==> config.mk <==
export PLATFORM = sky130hd
export DESIGN_NAME = alu_op_sequencer
export DESIGN_NICKNAME = d
export VERILOG_FILES = /design/src/rtl/alu_op_sequencer.sv
export SDC_FILE = /design/constraint.sdc
export NUM_CORES = 1
export LEC_CHECK = 0
export CORE_MARGIN = 2
export CORE_UTILIZATION = 35
export CTS_CLUSTER_DIAMETER = 100
export DETAILED_ROUTE_END_ITERATION = 8
export GPL_TIMING_DRIVEN = 0
export MAX_ROUTING_LAYER = met4
export PLACE_DENSITY = 0.57
export SLEW_MARGIN = 0
export SYNTH_ARGS = -nofsm -noshare
export SYNTH_HDL_FRONTEND = slang
export SYNTH_SLANG_ARGS = --single-unit
==> constraint.sdc <==
create_clock -name clk -period 2 [get_ports clk]
set_input_delay 0.2 -clock clk [delete_from_list [all_inputs] [get_ports clk]]
set_output_delay 0.2 -clock clk [all_outputs]
set_load 0.01 [all_outputs]
==> src/rtl/alu_op_sequencer.sv <==
// Issue stage for the 4-bit ALU: buffers commands in a FIFO, issues one at a time
// on registered operand lines, captures the ALU result and presents it on valid/ready.
module alu_op_sequencer #(
  parameter int DEPTH = 4,
  parameter int AW    = 2
) (
  input  logic       clk,
  input  logic       rst,
  input  logic       in_valid,
  output logic       in_ready,
  input  logic [3:0] in_a,
  input  logic [3:0] in_b,
  input  logic [2:0] in_ctrl,
  input  logic       in_use_acc,
  input  logic       acc_clr,
  output logic [3:0] alu_a,
  output logic [3:0] alu_b,
  output logic [2:0] alu_ctrl,
  input  logic [3:0] alu_res,
  input  logic       alu_car,
  input  logic       alu_of,
  output logic       out_valid,
  input  logic       out_ready,
  output logic [3:0] out_res,
  output logic       out_car,
  output logic       out_of,
  output logic [3:0] acc,
  output logic       busy
);

  typedef struct packed {
    logic       use_acc;
    logic [2:0] ctrl;
    logic [3:0] b;
    logic [3:0] a;
  } cmd_t;

  typedef enum logic {IDLE, EXEC} state_t;

  localparam logic [AW:0] FULL_COUNT = (AW+1)'(DEPTH);

  cmd_t          mem [DEPTH];
  cmd_t          head;
  logic [AW-1:0] wr_ptr;
  logic [AW-1:0] rd_ptr;
  logic [AW:0]   count;
  logic          full;
  logic          empty;
  logic          push;
  logic          pop;
  state_t        state;

  assign full     = (count == FULL_COUNT);
  assign empty    = (count == '0);
  assign in_ready = !full;
  assign push     = in_valid && !full;
  assign pop      = (state == IDLE) && !empty && (!out_valid || out_ready);
  assign head     = mem[rd_ptr];
  assign busy     = (state == EXEC) || !empty || out_valid;

  // NOTE: command storage has no reset; an entry is only ever read while count says it is valid.
  always_ff @(posedge clk) begin
    if (push) begin
      mem[wr_ptr] <= '{use_acc: in_use_acc, ctrl: in_ctrl, b: in_b, a: in_a};
    end
  end

  // Pointers wrap naturally because DEPTH is a power of two.
  always_ff @(posedge clk or posedge rst) begin
    if (rst) begin
      wr_ptr <= '0;
      rd_ptr <= '0;
      count  <= '0;
    end else begin
      if (push) wr_ptr <= wr_ptr + 1'b1;
      if (pop)  rd_ptr <= rd_ptr + 1'b1;
      case ({push, pop})
        2'b10:   count <= count + 1'b1;
        2'b01:   count <= count - 1'b1;
        default: count <= count;
      endcase
    end
  end

  // NOTE: non-blocking updates mean an issuing use_acc command reads acc as it was
  // before this edge, so a same-edge acc_clr cannot affect it.
  always_ff @(posedge clk or posedge rst) begin
    if (rst) begin
      state     <= IDLE;
      alu_a     <= '0;
      alu_b     <= '0;
      alu_ctrl  <= '0;
      out_valid <= 1'b0;
      out_res   <= '0;
      out_car   <= 1'b0;
      out_of    <= 1'b0;
      acc       <= '0;
    end else begin
      if (acc_clr)                acc       <= '0;
      if (out_valid && out_ready) out_valid <= 1'b0;
      case (state)
        IDLE: begin
          if (pop) begin
            alu_a    <= head.use_acc ? acc : head.a;
            alu_b    <= head.b;
            alu_ctrl <= head.ctrl;
            state    <= EXEC;
          end
        end
        EXEC: begin
          // A capture overrides the handshake clear; acc_clr overrides the acc update.
          out_res   <= alu_res;
          out_car   <= alu_car;
          out_of    <= alu_of;
          out_valid <= 1'b1;
          acc       <= acc_clr ? 4'd0 : alu_res;
          state     <= IDLE;
        end
        default: state <= IDLE;
      endcase
    end
  end

endmodule

# Word-level counts from Yosys, hierarchy flattened
# Memories as Yosys holds them, arrays and structs flattened.
# Cells that the tools add are included.
classes:
  add_sub_neg: 4
  eq_ne: 3
  mux: 11
  bitwise: 1
  reduce_logical: 15
op_table:
  columns: ["operator", "n"]
  rows:
  - ["two-way mux 4 bit", 4]
  - ["one-hot mux 3 bit (2 select lines)", 1]
  - ["nonzero test 2 bit", 3]
  - ["two-way mux 1 bit", 5]
  - ["adder 2 x 1 -> 2 bit (second input constant)", 2]
  - ["logical AND 1 bit", 4]
  - ["adder 3 x 1 -> 3 bit (second input constant)", 1]
  - ["== test 3 bit (second input constant)", 1]
  - ["zero test 1 bit", 3]
  - ["zero test 3 bit", 1]
  - ["logical OR 1 bit", 3]
  - ["subtractor 3 x 1 -> 3 bit (second input constant)", 1]
  - ["== test 2 x 1 -> 1 bit (second input constant)", 1]
  - ["== test 2 bit (second input constant)", 1]
  - ["one-hot mux 1 bit (2 select lines)", 1]
  - ["AND reduction 2 bit", 1]
  - ["inverter 1 bit", 1]
word_totals:
  reg_bits: 30
  ram_bits: 48
  input_bits: 23
  output_inout_bits: 24
  wordCells: 47
  n_memories: 1
memory_table:
  columns: ["memory", "words", "word_bits", "rd", "rd_ports_with_merged_regs", "wr", "line_no", "rtl"]
  rows:
  - ["mem", 4, 12, 1, 0, 1, "42", "cmd_t mem [DEPTH];"]

# Depth between registers and ports, before layout
# Gate-level depths: netlist (run 1).
depth:
  word_depth: 6
  depth_mapped: 9

# Least setup slack after synthesis (run 1)
# OpenSTA, ideal clock, no wires.
synth_timing:
  path_kind: "register to register"
  from: "register count[0]"
  to: "register count[2]"
  setup_time_ns: 0.079
  arrival_time_ns: 2.094
  required_ns: 1.921
  setup_slack_ns: -0.174
  path_stages_with_launch: 10
  path_buffers: 0
  cell_sequence: "dfrtp_1 -> or3b_1 -> and2_1 -> inv_1 -> ha_1 -> inv_1 -> fa_1 -> xor2_1 -> nor2_1 -> xor2_1"
synth_via:
  elab_cells_between_ends: 13
  classes_between: "add/sub: 2; eq/ne: 3; mux: 1; reduce/logical: 7"
synth_rtl:
  columns: ["element", "line_no", "rtl"]
  rows:
  - ["start, declared", "46", "logic [AW:0] count;"]
  - ["start signal, assigned", "78", "2'b10: count <= count + 1'b1;"]
  - ["start signal, assigned", "79", "2'b01: count <= count - 1'b1;"]
  - ["start signal, assigned", "80", "default: count <= count;"]
  - ["== test 3 bit *", "53", "assign full = (count == FULL_COUNT);"]
  - ["zero test 1 bit *", null, null]
  - ["named net in_ready", "10", "output logic in_ready,"]
  - ["logical AND 1 bit *", "56", "assign push = in_valid && !full;"]
  - ["== test 2 x 1 -> 1 bit or == test 2 bit (tied branches)", "77", "case ({push, pop})"]
  - ["one-hot mux 3 bit (2 select lines) or nonzero test 2 bit (tied branches)", null, null]
# Mark *: on every way through the listed nets, which the timed path passes. The rest lies on a longest branch.
# A chain may end at the register's enable or synchronous reset.

# Final worst setup path (run 1)
layout_timing:
  from: "register count[1]"
  to: "register count[2]"
layout_via:
  elab_chain_len: 6
  elab_cells_between_ends: 13
  classes_between: "add/sub: 2; eq/ne: 3; mux: 1; reduce/logical: 7"
layout_rtl:
  columns: ["element", "line_no", "rtl"]
  rows:
  - ["zero test 3 bit", "54", "assign empty = (count == '0);"]
  - ["zero test 1 bit", "57", "assign pop = (state == IDLE) && !empty && (!out_valid || out_ready);"]
  - ["logical AND 1 bit (2 in a row)", "57", null]
  - ["== test 2 x 1 -> 1 bit or == test 2 bit (tied branches)", "77", null]
  - ["one-hot mux 3 bit (2 select lines) or nonzero test 2 bit (tied branches)", null, null]
# Parallel ways exist; a longest one is shown, timed or not.

==> results of run 1 <==
==> flip-flops by register name, summed over array words and instances (netlist names) <==
signal and cells:
alu_a 4, out_res 4, mem 48, state 1
wr_ptr 2, acc 4, alu_ctrl 3, count 3
out_car 1, out_valid 1, alu_b 4, rd_ptr 2
out_of 1
==> cells by family (layout without fill, tap and decap cells) <==
family / after synthesis / count (layout)
buf+inv: 17 / 89
simple gates: 23 / 23
fa+ha+maj: 6 / 6
mux: 31 / 31
flops: 78 / 78
compound gates: 8 / 8
xor+xnor: 6 / 6
==> per-stage QoR <==
stage	utilization	cell area (sq um)	instances
5_1_grt	0.470	4080	349
6_report	0.470	4080	349
2_1_floorplan	-	3140	169
3_3_place_gp	0.430	3730	323
3_5_place_dp	0.430	3730	323
4_1_cts	0.463	4020	344
==> power by group through the flow <==
stage / registers, mW / logic (mW) / clock network (mW)
floorplan: 2.52 / 1.37 / 0
global placement: 2.47 / 2.19 / 0
detailed placement: 2.48 / 2.24 / 0
CTS: 2.47 / 2.35 / 1.27
global route: 2.51 / 2.61 / 1.33
finish: 2.45 / 2.38 / 1.23
==> Yosys cell counts (all sizes together) <==
cell type  count  share of area
mux2i          1         0.0032
or3b           1         0.0028
nand2          5         0.0060
inv           11          0.013
and3           4         0.0080
edfxtp        48           0.46
nor2b          1         0.0020
mux4          12          0.099
and2           1         0.0020
nand2b         4         0.0080
or2            1         0.0020
xnor2          2         0.0056
fa             1         0.0064
a21oi          4         0.0064
nor3           3         0.0048
nor4b          1         0.0028
o21ai          4         0.0064
ha             5          0.020
clkbuf         2         0.0024
nor2           2         0.0024
mux2          18          0.070
xor2           4          0.011
buf            4          0.011
dfrtp         30           0.24
==> final cells by class <==
type	instances	area share
flip-flops and latches	78	0.537
multi-input cells	74	0.217
repair buffers	57	0.139
clock buffers	11	0.0371
well taps	108	0.0331
clock inverters	5	0.0159
inverters	11	0.0107
plain buffers	5	0.0104
==> per-layer routing <==
layer  GRT usage  routed length, microns
met1       0.144                    2240
met2       0.202                    2810
met3      0.0437                     292
met4      0.0411                      42
met5           -                       0
==> repair_timing <==
item | 4_1_cts | 5_1_grt
setup buffers | 6 | 4
endpoints found under the setup margin | 11 | 3
gates resized for setup | 8 | 2
pin swaps | 3 | 5
==> how the worst max path moves through the flow <==
stage / from / end / depth (start not counted) / slack (ns)
2_1_floorplan: count[0]$_DFFE_PP0P_ / count[2]$_DFFE_PP0P_ / 9 / 0.001
3_3_place_gp: state$_DFF_PP0_ / count[2]$_DFFE_PP0P_ / 9 / -0.21
3_5_place_dp: state$_DFF_PP0_ / count[2]$_DFFE_PP0P_ / 9 / -0.23
4_1_cts: count[0]$_DFFE_PP0P_ / count[2]$_DFFE_PP0P_ / 9 / 0.009
5_1_grt: count[1]$_DFFE_PP0P_ / count[2]$_DFFE_PP0P_ / 9 / -0.10
6_report: count[1]$_DFFE_PP0P_ / count[2]$_DFFE_PP0P_ / 9 / 0.02
==> results.tsv, run 1 <==
stage	metric	value	unit
setup_path	Worst EP required	2.27	ns
place	Final Wtd Congestion	0.686	
logic_synthesis	#FFs+latches synth	78	
finish	fillcell total	784	
clock_tree	CTS Buf Count	9	
clock_tree	CTS tree	done	
finish	most frequent cells in the layout	edfxtp_1, clkdlybuf4s50_1, dfrtp_1, mux2_2	
logic_synthesis	sequential-to-total area share from yosys stat	0.704	
logic_synthesis	compound-gate portion of the synthesized area	0.0129	
timing	Tmin final	1.98	ns
logic_synthesis	largest family of logic cells by synthesized area	multiplexers	
floorplan	initial core utilization	0.359	
floorplan	Die Height	98.3	microns
setup_path	WP buf/inv	2	
timing	Fmax	0.505	GHz
grt	first-pass GRT wire length	8830	microns
logic_synthesis	syn nets	198	
finish	multi-input logic area	886	sq um
grt	Overflow after GRT	0	
power_and_ir_drop	Seq pwr share	0.404	
finish	most common cell after layout, fill and taps aside	edfxtp_1	
clock_tree	# hold bufs at CTS	0	
logic_synthesis	syn avg cell area	18.4	sq um
timing	Least-Margin Pin Slew	0.664	ns
power_and_ir_drop	Switching Fraction	0.294	
clock_tree	clk buf depth	2	
logic_synthesis	post-synthesis instance area	3110	sq um
setup_path	worst stage delay on the critical path	0.41	ns
timing	clk_skew	0.00924	ns
setup_path	RR Startpoint	count[1]$_DFFE_PP0P_	
clock_tree	clk sink count	78	
setup_path	slowest CP cell	or3b_4	
setup_path	CP Launch Type	flop	
setup_path	Register-to-Register Path Depth	9	
place	I/O Buffers	46	
setup_path	kind of critical path	flop to flop	
route	DRT iter0 DRCs	99	
finish	layout cell share with drive strength beyond 1	0.261	
power_and_ir_drop	Power Total	6.05	mW
run_status	outcome	finished, final reports clean	
grt	pin count of the biggest net entering global routing	31	
logic_synthesis	Yosys warnings	0	
logic_synthesis	Yosys cell types	28	
timing	Final Hold Vio Count	0	
clock_tree	H-tree depth	3	
timing	setup TNS	0	ns
logic_synthesis	Synth Area in Adders	0.0265	
flow_run	max cap viols	0	
grt	initial antenna violation count	0	
hold_path	worst hold path type	primary input to async pin	
timing	hold slack	0.153	ns
setup_path	CP cell instances	or3b_4, and2_4, inv_4, ha_4, inv_2, fa_2, xor2_1, nor2_1, xor2_1	
place	worst slack at placement	-0.231	ns
floorplan	core area	8680	sq um
power_and_ir_drop	Comb pwr share	0.393	
clock_tree	CTS Root Cell	clkbuf_8	
floorplan	Die W	98.3	microns
route	Routed WL	5390	microns
logic_synthesis	mux cell area share after synthesis	0.172	
power_and_ir_drop	Lkg Pwr	1.58	nW
power_and_ir_drop	pwr/cell area	1480	nW/um^2
setup_path	Worst Path Arrival	2.25	ns
timing	Pins Over Slew Limit	0	
timing	# setup viols final	0	
timing	period utilization	0.991	
timing	Slew headroom	0.557	
power_and_ir_drop	NetSw	1.78	mW
route	DR vias/cell	4.58	
setup_path	register-to-register setup slack	0.02	ns
clock_tree	Clk Latency, worst-skew pair	0.35	ns
route	DRC Markers	0	
finish	area delta synth->final	31.1	%
route	vias	1599	
route	ANT nets after route	0	
setup_path	reg2reg end	count[2]$_DFFE_PP0P_	
grt	Total GRT Usage	0.124	
finish	Reg area	2190	sq um
finish	Diodes inserted	0	
setup_path	Worst path top cell family by delay	simple AND/OR/NAND/NOR gates	
logic_synthesis	Synth Area in Simple Gates	0.0410	
power_and_ir_drop	Int Pwr	4.27	mW
route	DR WL/cell	15.4	microns
logic_synthesis	xor and xnor area share after synthesis	0.0169	
power_and_ir_drop	Clock power frac	0.203	
setup_path	CP max FO	2	
route	1st-pass router iterations	4	
setup_path	CP most frequent cell	xor2_1	
setup_path	critical path endpoint category	flop	
grt	vias in the first global route	1697	
floorplan	# IOs	47	
power_and_ir_drop	VDD IR max	0.436	mV
place	hpwl dp	3500	microns
clock_tree	clk slew on worst S/H paths	0.08	ns
finish	nets	265	
timing	final worst slack	0.0180	ns
logic_synthesis	synthesized instance count	169	
floorplan	row count	34	
floorplan	die area	9660	sq um
timing	RSZ-0062 raised after global routing	yes	
No activity file was read; power rests on OpenSTA's default activity.
==> run 2: changes to the inputs <==
--- a/config.mk
+++ b/config.mk
@@ -5,13 +5,16 @@
 export SDC_FILE = /design/constraint.sdc
 export NUM_CORES = 1
 export LEC_CHECK = 0
+export CELL_PAD_IN_SITES_DETAIL_PLACEMENT = 1
+export CELL_PAD_IN_SITES_GLOBAL_PLACEMENT = 2
 export CORE_MARGIN = 2
 export CORE_UTILIZATION = 35
 export CTS_CLUSTER_DIAMETER = 100
 export DETAILED_ROUTE_END_ITERATION = 8
 export GPL_TIMING_DRIVEN = 0
 export MAX_ROUTING_LAYER = met4
-export PLACE_DENSITY = 0.57
+export PLACE_DENSITY = 0.73
+export SETUP_SLACK_MARGIN = 0.2
 export SLEW_MARGIN = 0
 export SYNTH_ARGS = -nofsm -noshare
 export SYNTH_HDL_FRONTEND = slang
==> results.tsv, run 2 (synthesis results as in run 1) <==
stage	metric	value	unit
power_and_ir_drop	Power Total	6.13	mW
grt	Total GRT Usage	0.134	
setup_path	Worst Path Arrival	2.26	ns
grt	vias in the first global route	1763	
timing	# setup viols final	0	
route	DR vias/cell	4.75	
setup_path	worst stage delay on the critical path	0.40	ns
place	Final Wtd Congestion	0.704	
finish	most common cell after layout, fill and taps aside	edfxtp_1	
flow_run	max cap viols	0	
clock_tree	clk slew on worst S/H paths	0.08	ns
timing	Tmin final	2.00	ns
setup_path	Worst EP required	2.26	ns
timing	Fmax	0.501	GHz
timing	Slew headroom	0.579	
floorplan	Die Height	98.3	microns
grt	pin count of the biggest net entering global routing	31	
floorplan	row count	34	
place	Placed Area	3730	sq um
timing	Least-Margin Pin Slew	0.632	ns
clock_tree	clk sink count	78	
finish	Post-Layout Cell Count	349	
setup_path	reg2reg end	count[2]$_DFFE_PP0P_	
setup_path	critical path endpoint category	flop	
finish	most frequent cells in the layout	edfxtp_1, clkdlybuf4s50_1, dfrtp_1	
route	Routed WL	5960	microns
place	worst slack at placement	-0.232	ns
finish	number of flip-flops in the largest register	48	
timing	hold slack	0.121	ns
finish	fin area	4100	sq um
power_and_ir_drop	VDD IR max	0.506	mV
timing	clk_skew	0.00725	ns
route	DRC Markers	0	
finish	fillcell total	868	
setup_path	slowest CP cell	dfrtp_1	
hold_path	worst hold path type	primary input to async pin	
setup_path	Setup crit start	count[1]$_DFFE_PP0P_	
finish	Diodes inserted	0	
timing	final worst slack	0.00229	ns
timing	setup TNS	0	ns
floorplan	die area	9660	sq um
finish	area delta synth->final	31.6	%
clock_tree	clk buf depth	2	
floorplan	initial core utilization	0.359	
timing	Pins Over Slew Limit	0	
route	DRT iter0 DRCs	82	
floorplan	core area	8680	sq um
floorplan	# IOs	47	
grt	Overflow after GRT	0	
clock_tree	H-tree depth	3	
clock_tree	Clk Latency, worst-skew pair	0.34	ns
setup_path	RR Startpoint	count[1]$_DFFE_PP0P_	
power_and_ir_drop	pwr/cell area	1500	nW/um^2
floorplan	Die W	98.3	microns
grt	initial antenna violation count	0	
finish	Reg area	2190	sq um
clock_tree	CTS Root Cell	clkbuf_8	
timing	period utilization	0.999	
setup_path	CP most frequent cell	xor2_1	
clock_tree	# hold bufs at CTS	0	
setup_path	kind of critical path	flop to flop	
finish	nets	265	
setup_path	CP endpoint	count[2]$_DFFE_PP0P_	
route	1st-pass router iterations	4	
finish	Top reg by flops	mem	
place	I/O Buffers	46	
timing	Final Hold Vio Count	0	
place	hpwl dp	3850	microns
setup_path	CP cell instances	or3b_4, and2_4, inv_4, ha_4, inv_2, fa_2, xor2_1, nor2_1, xor2_1	
setup_path	register-to-register setup slack	0.002	ns
finish	layout cell share with drive strength beyond 1	0.266	
finish	post-layout util	0.472	
route	DR WL/cell	17.1	microns
route	vias	1659	
run_status	outcome	finished, final reports clean	
timing	RSZ-0062 raised after global routing	yes	
route	ANT nets after route	0	
grt	first-pass GRT wire length	9540	microns
power_and_ir_drop	Lkg Pwr	1.59	nW
setup_path	Register-to-Register Path Depth	9	
setup_path	CP Launch Type	flop	
place	placed insts	323	
setup_path	CP max FO	2	
clock_tree	CTS Buf Count	9	
finish	multi-input logic area	910	sq um
clock_tree	CTS tree	done	
-- run 2: cell types whose count changed in the layout (fill, tap and decap cells not counted), moves of 2 or more --
cell and change:
and3_2 +2, mux2_4 +4, mux2_2 -4, buf_4 -4, buf_6 +3, and3_1 -2
clkinv_2 +3, clkinv_4 -2
-- run 2: final cells by class --
cell class,count,area share
clock buffer,9,0.0302
tap,108,0.0330
buffer,6,0.0156
clock inverter,7,0.0159
multi-input combinational,74,0.222
inverter,11,0.0107
timing repair buffer,56,0.137
sequential,78,0.535
-- run 2: worst min-delay path by stage --
| stage | cells past startpoint | slack, ns | endpoint |
|---|---|---|---|
| after floorplan | 1 | 0.26 | acc[0]$_DFFE_PP0P_ |
| after global placement | 1 | 0.47 | count[2]$_DFFE_PP0P_ |
| after detailed placement | 1 | 0.48 | count[2]$_DFFE_PP0P_ |
| after CTS | 3 | 0.43 | acc[2]$_DFFE_PP0P_ |
| after global routing | 2 | 0.13 | alu_ctrl[0]$_DFFE_PP0P_ |
| final | 2 | 0.12 | alu_a[0]$_DFFE_PP0P_ |
-- run 2: what timing repair did --
item                       in CTS  in global routing
resized for setup              14                 15
setup endpoints to repair      15                 29
pin swaps                       5                  5
setup buffers                   7                  2
-- run 2: where the power goes --
| part | switching (mW) | total [mW] | internal (mW) |
|---|---|---|---|
| clock network | 0.561 | 1.13 | 0.568 |
| registers | 0.218 | 2.45 | 2.23 |
| logic | 1.07 | 2.55 | 1.48 |
| total | 1.85 | 6.13 | 4.28 |
-- run 2: per-layer routing --
layer  routed length, microns  part of all wire  vias to the layer above  global-route usage
met5                        0                 0                        -                   -
met4                       51            0.0086                        0              0.0474
met3                      261             0.044                        6              0.0265
met2                     2900              0.49                       40               0.214
met1                     2750              0.46                      840               0.173
li1                         -                 -                      773                   -
-- run 2: critical path, delay by kind of cell, from the launching register on --
kind                       cells  cell delay, ns
adders and majority gates      2            0.45
DFF                            1            0.40
buffers and inverters          2            0.09
xor gates and xnor gates       2            0.30
and+or+nand+nor                3            0.69
==> edit: new RTL, settings of run 2 <==
Change the parameter `DEPTH` from 4 to 2.
--- a/src/rtl/alu_op_sequencer.sv
+++ b/src/rtl/alu_op_sequencer.sv
@@ -2,5 +2,5 @@
 // on registered operand lines, captures the ALU result and presents it on valid/ready.
 module alu_op_sequencer #(
-  parameter int DEPTH = 4,
+  parameter int DEPTH = 2,
   parameter int AW    = 2
 ) (
Formal check against the unedited RTL: not equivalent (a bounded check fails within 4 cycles, from zero or initial values and one cycle with rst high).
==> edit against run 2 <==
Clock skew shrank 0.00099 ns. Power is 28% lower. Wire length shrank 28%. Cell area decreased by 30%. Critical path depth fell by 1. Largest power group unchanged. Worst setup slack better by 0.060 ns. Area after synthesis decreased by 32%. Sequential cell count decreased by 26.
==> edit: results (changes against run 2) <==
largest_reg_flops: 24  # was 48
ys_types: 24  # was 28
via_per_inst: 4.59  # was 4.75
routedWlPerCell_um: 15.9  # was 17.1 µm
postSynthCellCount: 134  # was 169
async_flop_share_pct: 53.8  # was 38.5%
cts_resized: 6  # was 14
ir_drop_mv: 0.607  # was 0.506 mV
multi_input_area_um2: 666  # was 910 µm²
grt_pass1_vias: 1409  # was 1763
leakagePower_nw: 1.17  # was 1.59 nW
netlist_top_cells_count: "dfrtp_1 (28), edfxtp_1 (24), mux2i_1 (13)"  # was edfxtp_1 (48), dfrtp_1 (30), mux2_2 (14)
clock_net_power_w: 0.000688  # was 0.00113 W
r2r_slack_ns: 0.06  # was 0.002 ns
clock_area_share_pct: 3.69  # was 4.61%
drive_gt1_share_pct: 23.2  # was 26.6%
clk_latency_ns: 0.30  # was 0.34 ns
grt_pass1_wl_mm: 7.09  # was 9.54 mm
netlist_area_um2: 2110  # was 3110 µm²
period_minus_slack_ns: 1.94  # was 2.00 ns
fillers: 604  # was 868
synth_area_leaders: "edfxtp_1 (34%), dfrtp_1 (33%), mux2_2 (6.4%), mux2i_1 (6.2%), mux2_4 (5.7%)"  # was edfxtp_1 (46%), dfrtp_1 (24%), mux4_1 (8.4%), mux2_2 (5.1%), ha_1 (2.0%)
placed_cell_area_um2: 2700  # was 3730 µm²
p_comb_w: 0.00198  # was 0.00255 W
n_clock_buffer: 5  # was 9
wirelength_mm: 4.28  # was 5.96 mm
cts_setup_buffers: 5  # was 7
critPathLaunch: "count[0]$_DFFE_PP0P_"  # was count[1]$_DFFE_PP0P_
worst_pin_slew_ns: 1.10  # was 0.632 ns
final-nonclk-buf-share_pct: 19.6  # was 15.3%
p_int_w: 0.00305  # was 0.00428 W
status: "complete, no violations"  # unchanged
critPathMaxFanout: 3  # was 2
synth_nets: 159  # was 198
layout.comb_gates.multi_input: 67  # was 74
crit_slowest_cell: "or3b_4"  # was dfrtp_1
synth-edff-count: 24  # was 48
seq_area_frac_synth_pct: 67.2  # was 70.4%
synth.ff_latch_count: 52  # was 78
slowest_delay_ns: 0.43  # was 0.40 ns
clock-skew-final_ns: 0.00626  # was 0.00725 ns
area.share.sequential_pct: 49.3  # was 53.5%
## edit: worst min-delay path by stage
stage | to | depth (start not counted) | slack (ns)
final | out_valid$_DFFE_PP0P_ | 2 | 0.47
after global routing | mem[1][5]$_DFFE_PP_ | 1 | 0.47
after CTS | mem[1][5]$_DFFE_PP_ | 1 | 0.47
after detailed placement | wr_ptr[0]$_DFFE_PP0N_ | 1 | 0.49
after global placement | wr_ptr[0]$_DFFE_PP0N_ | 1 | 0.48
after floorplan | acc[0]$_DFFE_PP0P_ | 1 | 0.26
## edit: kinds of logic (layout without fill, tap and decap cells)
family          after synthesis  count (layout)  synth area share, %
compound gates               11              11                 3.55
xor+xnor                      5               5                 2.07
fa+ha+maj                     2               2                 1.54
buf+inv                      15              75                 3.43
flops                        52              52                 67.2
simple gates                 16              16                 3.96
mux                          33              33                 18.2
## edit: routing by layer
layer,vias to the layer above,global-route usage (%),wire length [µm]
met1,626,17.7,1850
met4,0,4.00,45
met3,4,3.63,151
met2,23,24.6,2240
met5,-,-,0
li1,581,-,-
